--- config.mk ---
export PLATFORM = sky130hd
export DESIGN_NAME = keypad_debouncer
export DESIGN_NICKNAME = d
export VERILOG_FILES = /design/src/rtl/keypad_debouncer.sv
export SDC_FILE = /design/constraint.sdc
export NUM_CORES = 1
export LEC_CHECK = 0
export CAP_MARGIN = 30
export CORE_ASPECT_RATIO = 0.7
export CORE_MARGIN = 1.5
export CORE_UTILIZATION = 50
export DETAILED_ROUTE_END_ITERATION = 16
export PLACE_DENSITY = 0.73
export SYNTH_ARGS = -nofsm -noshare
export SYNTH_HDL_FRONTEND = slang
export SYNTH_SLANG_ARGS = --single-unit
--- constraint.sdc ---
create_clock -name clk -period 3.25 [get_ports clk]
set_input_delay 0.65 -clock clk [delete_from_list [all_inputs] [get_ports clk]]
set_output_delay 0.65 -clock clk [all_outputs]
set_load 0.05 [all_outputs]
--- src/rtl/keypad_debouncer.sv ---
// Keypad column debouncer: 2-flop synchronizer, stability window,
// multi-key detection/rejection and press/release event pulses.
module keypad_debouncer #(
   parameter int unsigned WIDTH         = 4,
   parameter int unsigned STABLE_CYCLES = 50000,
   parameter bit          ACTIVE_LOW    = 1'b0,
   parameter bit          REJECT_MULTI  = 1'b1
) (
   input  logic             clk,
   input  logic             reset,
   input  logic [WIDTH-1:0] sig_in,
   output logic [WIDTH-1:0] sig_out,
   output logic             key_pressed,
   output logic             press_pulse,
   output logic             release_pulse,
   output logic             multi_key
);

   localparam int unsigned CW = $clog2(STABLE_CYCLES);
   localparam logic [CW-1:0] CNT_MAX = CW'(STABLE_CYCLES - 1);

   logic [WIDTH-1:0] sync1_q, sync2_q;
   logic [WIDTH-1:0] cand_q, cand_d;
   logic [CW-1:0]    cnt_q, cnt_d;
   logic [WIDTH-1:0] out_q, out_d;
   logic             multi_q, multi_d;
   logic             press_q, press_d;
   logic             rel_q, rel_d;
   logic [WIDTH-1:0] sync1_d;
   logic             cand_multi;
   logic [WIDTH-1:0] tgt_out;

   assign sync1_d = ACTIVE_LOW ? ~sig_in : sig_in;

   // x & (x-1) clears the lowest set bit; nonzero means 2+ bits set
   assign cand_multi = |(cand_q & (cand_q - WIDTH'(1)));
   assign tgt_out = (REJECT_MULTI && cand_multi) ? out_q : cand_q;

   always_comb begin
      cand_d  = cand_q;
      cnt_d   = cnt_q;
      out_d   = out_q;
      multi_d = multi_q;
      press_d = 1'b0;
      rel_d   = 1'b0;
      if (sync2_q != cand_q) begin
         cand_d = sync2_q;
         cnt_d  = '0;
      end else if (cnt_q < CNT_MAX) begin
         cnt_d = cnt_q + CW'(1);
      end else if ((tgt_out != out_q) || (cand_multi != multi_q)) begin
         // Once committed, state matches cand so saturation cannot re-fire
         out_d   = tgt_out;
         multi_d = cand_multi;
         press_d = (tgt_out != '0) && (tgt_out != out_q);
         rel_d   = (out_q != '0) && (tgt_out == '0);
      end
   end

   always_ff @(posedge clk or negedge reset) begin
      if (!reset) begin
         sync1_q <= '0;
         sync2_q <= '0;
         cand_q  <= '0;
         cnt_q   <= '0;
         out_q   <= '0;
         multi_q <= 1'b0;
         press_q <= 1'b0;
         rel_q   <= 1'b0;
      end else begin
         sync1_q <= sync1_d;
         sync2_q <= sync1_q;
         cand_q  <= cand_d;
         cnt_q   <= cnt_d;
         out_q   <= out_d;
         multi_q <= multi_d;
         press_q <= press_d;
         rel_q   <= rel_d;
      end
   end

   assign sig_out       = out_q;
   assign key_pressed   = |out_q;
   assign press_pulse   = press_q;
   assign release_pulse = rel_q;
   assign multi_key     = multi_q;

endmodule

Yosys cells after proc, flatten, opt, wreduce, memory -nomap -nowiden
Cells that the tools add are included.

Flip-flop bits (word level): 35. Output and inout bits: 8.

Add/sub/neg operators: 2. Magnitude comparators: 1. Equality and inequality tests: 3. Mux-type cells: 9. Bitwise gates (word level): 3. Reduce and logical (&&, ||, !) cells: 10.

Operators by type and width (count): $mux W16 (2); $add A16 B1 Y16 const B (1); $lt A16 B16 Y1 const B (1); $ne A4 B4 Y1 (2); $reduce_bool A4 Y1 (2); $reduce_or A4 Y1 (2); $mux W1 (6); $and A4 B4 Y4 (1); $logic_not A4 Y1 (1); $mux W4 (1); $sub A4 B1 Y4 const B (1); $reduce_and A3 Y1 (1); $logic_and A1 B1 Y1 (2); $not A1 Y1 (2); $reduce_bool A2 Y1 (1); $logic_or A1 B1 Y1 (1); $ne A1 B1 Y1 (1).

Depth between registers and ports, before layout
Depth after elaboration: 9. Depth in mapped cells: 6. Gate-level depth less buffers: 6.

Worst setup path after synthesis
OpenSTA, ideal clock, no wires.

Path type: register to register. From: register out_q[1] (netlist: sig_out[1]). To: register out_q[0] (netlist: sig_out[0]). Setup time: 0.128 ns. Data arrival time: 1.709 ns. Slack: 1.413 ns. Stages on the path, launching flop included: 5. Path through: dfrtp_1 -> xor2_1 -> or3_1 -> o211ai_2 -> mux2_1.

Longest elaborated chain between the ends: 4.

Ends and longest elaborated chain: from (decl) (line 25) `logic [WIDTH-1:0] out_q, out_d;`; from (signal assigned) (line 75) `out_q <= out_d;`; $mux W4 (line 37) `assign tgt_out = (REJECT_MULTI && cand_multi) ? out_q : cand_q;`; $ne A4 B4 Y1 * (line 51) `end else if ((tgt_out != out_q) || (cand_multi != multi_q)) begin`; $logic_or A1 B1 Y1 * (line 51); $reduce_and A3 Y1 (no source line) *.

Mark *: on every way between the ends. The rest lies on a longest branch, timed or not. A chain may end at the register's enable or synchronous reset.

Final worst setup path
From: register out_q[3] (netlist: sig_out[3]). To: output key_pressed.

Longest elaborated chain between the ends: 1.

Ends and longest elaborated chain: $reduce_or A4 Y1 (line 83) `assign key_pressed = |out_q;`; to (decl) (line 13) `output logic key_pressed,`.

No other way between the ends.

==> flow_summary.toml <==
[status]
outcome = "complete, no violations"

[cells_and_area]
drive_above_1_share_pct = 13.2
layout_common_cells = "35 x sky130_fd_sc_hd__dfrtp_1, 18 x sky130_fd_sc_hd__nor2_1, 13 x sky130_fd_sc_hd__clkdlybuf4s50_1"
post_layout_instance_count_excluding_filler_cells = 214
fin_util_pct = 60.9
postLayoutCellArea_um2 = 1970
syn_to_final_growth_pct = 13.7
final_nets = 173
antenna_cells = 0
layout_commonest_cell = "sky130_fd_sc_hd__dfrtp_1"

[detailed_routing]
initialDrtViolationCount = 59
route.antenna.remaining_nets = 0
dr.pass1.iters = 4
remaining_drcs = 0
vias_per_cell = 5.47
detail_route.wl_per_cell_um = 13.9
wirelength_um = 2980
vias = 1170

[yosys]
mappedNetlistNets = 162
yosys_warnings = 0
yosysSeqAreaShare_pct = 50.6
top_area_cells_in_the_synthesized_netlist = "sky130_fd_sc_hd__dfrtp_1 51%, sky130_fd_sc_hd__xnor2_1 5.1%, sky130_fd_sc_hd__nor2_1 3.9%"
post_synthesis_instance_area_um2 = 1730
yosys.area_share.xor_xnor_pct = 9.39
synth.largest_area_cell = "sky130_fd_sc_hd__dfrtp_1"
yosys.cell_types.count = 45
synth_enable_flop_cells = 0
synthCells = 155
synth_simple_gate_area_share_pct = 20.2
synth_top_area_share_pct = 50.6
synth_adder_area_share_pct = 0.723
synth.mux.area_fraction_pct = 4.41
synth-compound-area-share_pct = 10.5
synth-seq-cells = 35
postSynth.topFlopCell = "sky130_fd_sc_hd__dfrtp_1"
proportion_of_register_bits_with_asynchronous_set_or_reset_after_synthesis_pct = 100
per_instance_average_area_after_synthesis_um2 = 11.2
synth_top_family_by_area = "simple AND/OR/NAND/NOR gates"

[place]
numPortBuffers = 13
place_inst = 206
gp_routability_congestion = 0.818
dpl_worst_slack_ns = 1.14
hpwl_um = 2090
postPlaceCellArea_um2 = 1870

[run]
max_cap_viol_count = 0

[timing]
layout_min_cycle_time_ns = 2.35
hold-worst-slack_ns = 0.344
clock-skew-final_ns = 0.00624
timing.slew.headroom_pct = 62.1
rsz0062_at_grt = "false"
report.final.hold_viol_count = 0
worst_slew_pin_slew_ns = 0.569
finalSetupViolCount = 0
max_freq_mhz = 425
timing.setup.tns_ns = 0
finalCritPeriodShare_pct = 72.4
worst_slack_ns = 0.897
final_max_tran_viols = 0

[global_route]
first_pass_grt_wire_length_um = 5190
total_global_routing_overflow = 0
number_of_global_route_vias_before_repair = 1208
grt_antenna_before_repair = 0
largest_net_degree_at_the_start_of_global_routing = 36
grt_use_total_pct = 18.4

[cts]
cts_buffers = 5
clkTransAtPathRegs_ns = 0.07
tritoncts = "yes"
post_cts_sizing = 0
postCtsSetupBuffers = 0
ctsHtreeMaxLevel = 2
clock_insertion_delay_worst_skew_ns = 0.29
clk_path_buf_depth = 2
post_cts_hold_buffer_count = 0
cts_sinks = 35
clock_tree.root_cell = "sky130_fd_sc_hd__clkbuf_8"

[die]
floorplan.rows = 17
design.core.area_um2 = 3230
io_pins = 14
chipHeight_um = 52.2
initial_utilization_pct = 53.6
die_area_um2 = 3830
die_x_um = 73.3

[worst_setup_path]
timing.critical_path.cells = "nor2_1 -> nand2_1 -> clkdlybuf4s50_1"
worst-endpoint-required_ns = 2.60
worst-setup-path-type = "flop to output pin"
cp_data_arrival_time_ns = 1.70
critical-path-slowest-cell = "sky130_fd_sc_hd__clkdlybuf4s50_1"
worstSetupEndpointType = "output pin"
crit_fanout = 7
startpoint_type = "flop"
cp_slowest_stage_delay_ns = 0.80

[power]
vdd_ir_drop_max_mv = 0.314
p_per_area_nw_per_um2 = 423
total_power_uw = 833
leakagePower_nw = 0.766

[hold_path]
worst_hold_path_type = "flop to flop"
## layout make-up
cell class                      instances  area (µm²)
Multi-Input combinational cell        106         783
Timing Repair Buffer                   14         138
Sequential cell                        35         876
Clock buffer                            6        82.6
Clock inverter                          2        16.3
Inverter                                4        15.0
Tap cell                               47        58.8
Fill cell                             276        1260
## where the power goes
group / internal, mW / switching (mW)
sequential: 0.444 / 0.0100
combinational: 0.0190 / 0.0247
clock: 0.173 / 0.163
total: 0.635 / 0.197
## metal layers
metal	global-route usage, %	vias up	share of wire [%]
li1	-	564	-
met1	23.5	580	50
met2	28.6	22	45
met3	7.50	4	3.5
met4	6.17	0	0.91
met5	0	-	0
## sequential cells by signal (all words and copies together), names as in the netlist
signal	cells
cand_q	4
cnt_q	16
multi_key	1
press_pulse	1
release_pulse	1
sig_out	4
sync1_q	4
sync2_q	4
## cells by family after synthesis
family / Yosys count
compound gates: 26
xor+xnor: 16
fa+ha+maj: 1
buf+inv: 14
flops: 35
mux: 7
simple gates: 56
## critical path: cells and delay by family, from the launching register on
family,cells,cell delay (ns)
buffers and inverters,1,0.80
DFF,1,0.44
and+or+nand+nor,2,0.17
## final timing paths
| kind | start | to | slack [ns] | cells past startpoint |
|---|---|---|---|---|
| min | sync1_q[2] | sync2_q[2] | 0.34 | 0 |
| min in group asynchronous | reset | sync2_q[2] | 0.77 | 2 |
| max in group asynchronous | reset | press_pulse | 2.17 | 2 |
| min reg2reg | sync1_q[2] | sync2_q[2] | 0.34 | 0 |
| max | sig_out[3] | key_pressed | 0.90 | 3 |
| max reg2reg | cand_q[0] | sig_out[1] | 1.13 | 5 |
## synth_stat cells (all sizes together), types with 2 or more instances
cell,n
nor3,7
or3,4
nor2b,2
nor4,4
mux2i,2
buf,5
mux2,5
a21oi,5
xor2,3
o211ai,2
nor3b,2
inv,4
nand3,3
nand2,5
dfrtp,35
clkbuf,5
nand4,4
and3b,2
nor4b,3
nor2,18
o21ai,11
xnor2,13
(Power assumes the default switching activity.)
